<file path="src/rtl/als_pkg.sv">
// Shared constants, FSM state type and frame assembly for the ambient-light sensor SPI link.
// The responder and the reader both import this so the frame layout stays in one place.
package als_pkg;

  localparam int unsigned ALS_FRAME_BITS = 16;
  localparam int unsigned ALS_DATA_MSB   = 12;
  localparam int unsigned ALS_DATA_LSB   = 5;

  typedef enum logic [1:0] {
    StIdle  = 2'd0,
    StShift = 2'd1,
    StHold  = 2'd2
  } als_state_e;

  // Places the 8-bit light value at word bits [12:5]; every other bit is zero.
  function automatic logic [ALS_FRAME_BITS-1:0] als_frame_word(input logic [7:0] value);
    logic [ALS_FRAME_BITS-1:0] word;
    word = '0;
    word[ALS_DATA_MSB:ALS_DATA_LSB] = value;
    return word;
  endfunction

endpackage

</file>
<file path="src/rtl/sync_edge_det.sv">
// Multi-flop synchronizer for an asynchronous input with registered single-cycle
// rise/fall pulses taken from the last sync stage and a history flop.
module sync_edge_det #(
  parameter int unsigned Stages = 2  // must be >= 2
) (
  input  logic clk_i,
  input  logic rst_i,
  input  logic d_i,
  output logic rise_o,
  output logic fall_o
);

  logic [Stages-1:0] sync_q;
  logic              hist_q;
  logic              rise_q;
  logic              fall_q;

  // All flops reset low so a line already low at reset release never looks like a fall.
  always_ff @(posedge clk_i or posedge rst_i) begin
    if (rst_i) begin
      sync_q <= '0;
      hist_q <= 1'b0;
      rise_q <= 1'b0;
      fall_q <= 1'b0;
    end else begin
      sync_q <= {sync_q[Stages-2:0], d_i};
      hist_q <= sync_q[Stages-1];
      rise_q <= sync_q[Stages-1] & ~hist_q;
      fall_q <= ~sync_q[Stages-1] & hist_q;
    end
  end

  assign rise_o = rise_q;
  assign fall_o = fall_q;

endmodule

</file>
<file path="src/rtl/als_spi_responder.sv">
// SPI responder emulating the ambient-light sensor ADC: oversamples SCLK/CS on clk_12M and
// shifts out {3'b000, light[7:0], 5'b00000} MSB first during each CS-low frame.
module als_spi_responder
  import als_pkg::*;
#(
  parameter int unsigned FRAME_BITS  = ALS_FRAME_BITS,
  parameter int unsigned DATA_MSB    = ALS_DATA_MSB,
  parameter int unsigned SYNC_STAGES = 2
) (
  input  logic       clk_12M,
  input  logic       reset,
  input  logic       sclk_in,
  input  logic       cs_n_in,
  input  logic [7:0] light_value,
  input  logic       light_valid,
  output logic       sdo,
  output logic       sdo_oe,
  output logic       busy,
  output logic       frame_done,
  output logic       frame_abort
);

  localparam int unsigned CntW = $clog2(FRAME_BITS) + 1;

  logic sclk_rise;
  logic sclk_fall_unused;
  logic cs_rise;
  logic cs_fall;

  sync_edge_det #(
    .Stages(SYNC_STAGES)
  ) u_sclk_sync (
    .clk_i (clk_12M),
    .rst_i (reset),
    .d_i   (sclk_in),
    .rise_o(sclk_rise),
    .fall_o(sclk_fall_unused)
  );

  sync_edge_det #(
    .Stages(SYNC_STAGES)
  ) u_cs_sync (
    .clk_i (clk_12M),
    .rst_i (reset),
    .d_i   (cs_n_in),
    .rise_o(cs_rise),
    .fall_o(cs_fall)
  );

  als_state_e            state_q;
  logic [7:0]            hold_q;
  logic [FRAME_BITS-1:0] shift_q;
  logic [CntW-1:0]       bit_cnt_q;
  logic                  sdo_q;
  logic                  sdo_oe_q;
  logic                  busy_q;
  logic                  frame_done_q;
  logic                  frame_abort_q;
  logic [FRAME_BITS-1:0] frame_word;

  if (FRAME_BITS == ALS_FRAME_BITS && DATA_MSB == ALS_DATA_MSB) begin : g_pkg_frame
    assign frame_word = als_frame_word(hold_q);
  end else begin : g_gen_frame
    always_comb begin
      frame_word = '0;
      frame_word[DATA_MSB -: 8] = hold_q;
    end
  end

  // hold_q is read with its old value when light_valid coincides with cs_fall, so the
  // frame being loaded carries the previous value and the new one waits for the next frame.
  always_ff @(posedge clk_12M or posedge reset) begin
    if (reset) begin
      state_q       <= StIdle;
      hold_q        <= 8'h00;
      shift_q       <= '0;
      bit_cnt_q     <= '0;
      sdo_q         <= 1'b0;
      sdo_oe_q      <= 1'b0;
      busy_q        <= 1'b0;
      frame_done_q  <= 1'b0;
      frame_abort_q <= 1'b0;
    end else begin
      frame_done_q  <= 1'b0;
      frame_abort_q <= 1'b0;
      if (light_valid) begin
        hold_q <= light_value;
      end
      case (state_q)
        StIdle: begin
          if (cs_fall) begin
            state_q   <= StShift;
            shift_q   <= frame_word;
            bit_cnt_q <= '0;
            sdo_q     <= frame_word[FRAME_BITS-1];
            sdo_oe_q  <= 1'b1;
            busy_q    <= 1'b1;
          end else begin
            sdo_q    <= 1'b0;
            sdo_oe_q <= 1'b0;
            busy_q   <= 1'b0;
          end
        end
        StShift: begin
          if (cs_rise) begin
            state_q       <= StIdle;
            frame_abort_q <= 1'b1;
            sdo_q         <= 1'b0;
            sdo_oe_q      <= 1'b0;
            busy_q        <= 1'b0;
          end else if (sclk_rise) begin
            shift_q   <= {shift_q[FRAME_BITS-2:0], 1'b0};
            bit_cnt_q <= bit_cnt_q + 1'b1;
            if (bit_cnt_q == CntW'(FRAME_BITS - 1)) begin
              state_q      <= StHold;
              frame_done_q <= 1'b1;
              sdo_q        <= 1'b0;
            end else begin
              sdo_q <= shift_q[FRAME_BITS-2];
            end
          end
        end
        StHold: begin
          // Extra SCLK rises are ignored here; the pad keeps driving zero until CS rises.
          sdo_q <= 1'b0;
          if (cs_rise) begin
            state_q  <= StIdle;
            sdo_oe_q <= 1'b0;
            busy_q   <= 1'b0;
          end else begin
            sdo_oe_q <= 1'b1;
          end
        end
        default: begin
          state_q  <= StIdle;
          sdo_q    <= 1'b0;
          sdo_oe_q <= 1'b0;
          busy_q   <= 1'b0;
        end
      endcase
    end
  end

  assign sdo         = sdo_q;
  assign sdo_oe      = sdo_oe_q;
  assign busy        = busy_q;
  assign frame_done  = frame_done_q;
  assign frame_abort = frame_abort_q;

endmodule
</file>
<file path="config.mk">
export PLATFORM = sky130hd
export DESIGN_NAME = als_spi_responder
export DESIGN_NICKNAME = d
export VERILOG_FILES = /design/src/rtl/als_pkg.sv /design/src/rtl/sync_edge_det.sv /design/src/rtl/als_spi_responder.sv
export SDC_FILE = /design/constraint.sdc
export NUM_CORES = 1
export LEC_CHECK = 0
export ABC_AREA = 1
export BUFFER_PORTS_ARGS = -buffer_cell sky130_fd_sc_hd__buf_2
export CORE_MARGIN = 4
export CORE_UTILIZATION = 61
export CTS_CLUSTER_SIZE = 8
export DETAILED_ROUTE_END_ITERATION = 16
export PLACE_DENSITY = 0.82
export SYNTH_ARGS = -nofsm -noshare
export SYNTH_HDL_FRONTEND = slang
export SYNTH_SLANG_ARGS = --single-unit
</file>
<file path="constraint.sdc">
create_clock -name clk_12M -period 2.8 [get_ports clk_12M]
set_input_delay 0.14 -clock clk_12M [delete_from_list [all_inputs] [get_ports clk_12M]]
set_output_delay 0.14 -clock clk_12M [all_outputs]
set_load 0.05 [all_outputs]
</file>
Yosys cells after proc, flatten, opt, wreduce, memory -nomap -nowiden
Index checks and enable logic that the tools add are counted.

word-level totals
  register bits after elaboration = 44
  output and inout bits = 5
  word-level logic and storage cells = 68
  input bits = 13

operators by class
  equal/unequal tests = 11
  bitwise gates (word level) = 6
  $add $sub $neg = 1
  mux-type cells = 29
  reductions and logical operators = 5

operators by type and width
  cell                                                    count
  two-way mux 15 bit                                      3
  case mux 15 bit (2 select lines)                        1
  two-way mux 5 bit                                       3
  two-way mux 1 bit                                       13
  two-way mux 2 bit                                       5
  inequality test 2 x 1 -> 1 bit (second input constant)  5
  case mux 5 bit (2 select lines)                         1
  AND reduction 4 bit                                     2
  case mux 2 bit (3 select lines)                         1
  adder 5 x 1 -> 5 bit (second input constant)            1
  equality test 5 x 4 -> 1 bit (second input constant)    1
  AND 1 bit                                               3
  inequality test 3 x 1 -> 1 bit (second input constant)  1
  inequality test 3 x 2 -> 1 bit (second input constant)  1
  NOT 1 bit                                               3
  case mux 1 bit (3 select lines)                         1
  equality test 2 x 1 -> 1 bit (second input constant)    1
  equality test 2 bit (second input constant)             1
  logical NOT 2 bit                                       1
  inequality test 2 bit (second input constant)           1
  case mux 1 bit (2 select lines)                         1
  nonzero test 2 bit                                      1
  OR reduction 2 bit                                      1

Depth between registers and ports, before layout
  word-level depth = 5
  mapped depth = 10

Cells and area by module
A second synthesis with hierarchy kept.

second synthesis, totals
  cells, all modules = 179
  area, all modules = 1,785.5 µm²

modules (own cells, without submodules)
  module             cells each  area each (µm²)  instances
  als_spi_responder  159         1,497.7          1
  sync_edge_det      10          143.9            2

Least setup slack after synthesis
Ideal clock, no wire load.

  path type = register to register
  from = register bit_cnt_q[0]
  to = register bit_cnt_q[4]
  cell stages (with the launch flop) = 7
  period minus slack after synthesis = 1.439 ns
  arrival time = 1.363 ns
  data required time = 2.723 ns
  buffers on the path = 0
  library setup time = 0.077 ns
  path slack = 1.361 ns
  cell sequence = dfrtp_1 -> ha_1 -> nand2_1 -> nor2_1 -> ha_1 -> or2_2 -> o21ai_1

on the way
  cells in the longest elaborated chain, start to end = 4

RTL lines
  item                             line                      source
  start: declaration               als_spi_responder.sv:53   logic [CntW-1:0] bit_cnt_q;
  start signal: assignment         als_spi_responder.sv:113  bit_cnt_q <= bit_cnt_q + 1'b1;
  adder 5 x 1 -> 5 bit             als_spi_responder.sv:113
  two-way mux 5 bit                als_spi_responder.sv:111  end else if (sclk_rise) begin
  two-way mux 5 bit                als_spi_responder.sv:105  if (cs_rise) begin
  case mux 5 bit (2 select lines)  als_spi_responder.sv:89   case (state_q)

No other way between the ends. The select of a mux whose other input is x is not followed.
A chain may end at the register's enable or synchronous reset.

Worst setup path in the final report
  from = register state_q[1]
  to = register bit_cnt_q[3]

on the way
  cells in the longest elaborated chain, start to end = 3
  elaborated cells on any way between the ends = 8
  classes of those cells = eq/ne (4); mux (1); reduce/logical (3)

RTL lines
  item                                                                      line                      source
  start: declaration                                                        als_spi_responder.sv:50   als_state_e state_q;
  start signal: assignment                                                  als_spi_responder.sv:74   state_q <= StIdle;
  start signal: assignment                                                  als_spi_responder.sv:92   state_q <= StShift;
  start signal: assignment                                                  als_spi_responder.sv:106  state_q <= StIdle;
  equality test 2 x 1 -> 1 bit / logical NOT 2 bit (equally long branches)  als_spi_responder.sv:89
  inequality test 2 bit (no line), or another cell as far along             n/a
  AND reduction 4 bit (no line)                                             n/a

Parallel ways exist; a longest one is shown, timed or not.

==> flow_summary.ini <==
[yosys]
synth_largest_area_cell = dfrtp_1
ys_types = 23
netlist_area_um2 = 1680
synth_nets = 196
postSynthAreaPerCell_um2 = 9.42
yosysSeqAreaShare = 0.582
yosys-top-cells-area = dfrtp_1 (58%), nand2_1 (11%), o21ai_0 (5.1%), inv_1 (4.9%), ha_1 (3.7%)
ys.warnings.count = 0
synth-seq-cells = 39
netlist.area_leader.share = 0.582
syn_inst = 178

[drt]
dr_total_vias = 1223
met3_wirelength_um = 155
route.met2.wl_mm = 1.43
drt-met1-wl_mm = 1.33
wl_per_cell_um = 12.6
routed_wl_mm = 2.98
first_pass_iters = 4
drc = 0
route.top_layer_used = met4
antenna_left = 0
via_per_inst = 5.16
drtIter0Drc = 48

[critical_path]
crit_family = simple AND/OR/NAND/NOR gates
cp_max_fo = 29
critPathLaunchType = register
crit_type = register to register
cpMostUsedCell = nand2_1
cpPeakStageDelay_ns = 0.52
cp_cell_sequence = inv_1 > ha_1 > nor2_2 > a21oi_2 > nand2_1 > nand2_1 > o21ai_0
crit_buf_inv = 1
required_ns = 3.00
slowest_stage = nand2_1
cp-end-kind = register
worst_ep_arrival_time_ns = 2.27

[sta]
slew_viol_final = 0
worstMarginPinSlew_ns = 0.907
hold_viol = 0
clock.fmax_mhz = 485
rsz0062_at_grt = false
slew_headroom = 0.394
fin_tns_setup_ns = 0
fin_skew_ns = 0.00486
setup_viol = 0
period_minus_slack_ns = 2.06
fin_crit_sh = 0.737

[global_route]
antenna_found_initial = 0
grt_pass1_wl_mm = 5.19
grt-ovfl-total = 0
grt_usage = 0.196
grt_pass1_vias = 1159
grt_max_degree = 40

[layout]
final_layout_size_suffix_gt1_frac = 0.188
layout.cells.non_filler = 237
mostFrequentLayoutCell = nand2_1
fin_area_um2 = 1950
syn_to_final_growth_pct = 16.0
fillCellCount = 175
final_cell_mix = nand2_1 (49), dfrtp_1 (39), inv_1 (22), o21ai_0 (17), buf_2 (17)
nets = 224
diodes = 0

[clock_tree]
cts_resized = 0
cts_buffer_depth = 2
ctsHtreeMaxLevel = 2
insertion_delay_ns = 0.34
cts_tree = built
cts_root_buf = clkbuf_4
cts_hold_buf = 9
numCtsBuffers = 5
path_clk_slew_ns = 0.11
clkSinkCount = 39
postCtsSetupBuffers = 0

[floorplanning]
start_util = 0.659
core-area_um2 = 2540
fp.dieH_um = 60.4
ioPinCount = 18
rows = 18
fp.dieW_um = 60.4
dieArea_um2 = 3650

[pwr]
ir_drop_v = 0.000718
power_leakage_nw = 0.988
cellPowerDensity_nw_per_um2 = 900

[placed_design]
dp.cells = 220
hpwl_mm = 1.87
numPortBuffers = 17
placed_area_um2 = 1750
routabilityCongestion = 0.773

[flow_run]
max_cap_violations = 0

[min_path]
hold_path_class = primary input to register

[outcome]
status = complete, no violations
where the power goes:
part           internal, mW  switching [mW]
Clock                 0.277           0.185
Combinational         0.175           0.361
Sequential            0.682          0.0713
Total                  1.13           0.617
metal layers:
layer  up-vias  track usage
met4         0       0.0867
met2        33        0.323
met5         -            0
met3         8       0.0617
met1       568        0.239
li1        614            -
path summary, 6_finish.rpt:
kind	cells after the start	from	end	slack (ns)
max in group asynchronous	4	reset	hold_q[5]	2.03
min in group asynchronous	4	reset	hold_q[1]	0.45
hold reg to reg	0	u_cs_sync.sync_q[0]	u_cs_sync.sync_q[1]	0.36
hold / removal	3	light_value[4]	hold_q[4]	0.03
setup reg to reg	7	state_q[1]	bit_cnt_q[3]	0.74
setup / recovery	7	state_q[1]	bit_cnt_q[3]	0.74
flip-flops by register name, summed over array words and instances, names as in the netlist, 2 cells and up:
signal,cells
bit_cnt_q,5
hold_q,8
shift_q,10
state_q,2
u_cs_sync.sync_q,2
u_sclk_sync.sync_q,2
final cells by class:
cell class | count | area, µm² | area share
multi-input cells | 110 | 558 | 0.287
repair buffers | 27 | 183 | 0.0939
inverters | 23 | 86.3 | 0.0444
flip-flops and latches | 39 | 976 | 0.502
clock buffers | 5 | 37.5 | 0.0193
clock inverters | 3 | 67.6 | 0.0347
well taps | 30 | 37.5 | 0.0193
cells in the mapped netlist:
cell	n
inv_2	1
a21oi_1	2
or2_2	3
nand2_1	49
nor4_1	1
nor2_1	5
mux2_2	1
nor2_2	2
nand3_1	6
o21ai_2	4
o21ai_0	17
nand4_1	3
inv_1	22
clkbuf_1	1
nand2_2	1
buf_12	1
o21ai_1	10
a21oi_2	1
dfrtp_1	39
clkbuf_2	1
ha_1	5
buf_2	1
buf_6	2
tightest hold or removal path, stage by stage:
cell	delay, ns
buf_2	0.08
nand2_1	0.05
o21ai_0	0.07
logic make-up after synthesis:
group | Yosys count | share of synthesized area
AND/OR/NAND/NOR | 70 | 0.176
flip-flops | 39 | 0.582
AO/OA/AOI/OAI | 34 | 0.113
buffers and inverters | 29 | 0.0851
adder cells (fa/ha/maj) | 5 | 0.0373
multiplexers | 1 | 0.00672
metrics by stage:
step,util,hold slack [ns],power (mW),setup WS (ns)
after global placement,0.688,0.251,1.26,0.897
after global routing,0.765,0.0215,1.88,0.575
after CTS,0.765,0.00422,1.76,0.789
final,0.765,0.0345,1.75,0.738
after detailed placement,0.688,0.250,1.29,0.822
after floorplan,-,0.171,1.25,1.36
Power figures use the tool's default switching activity.
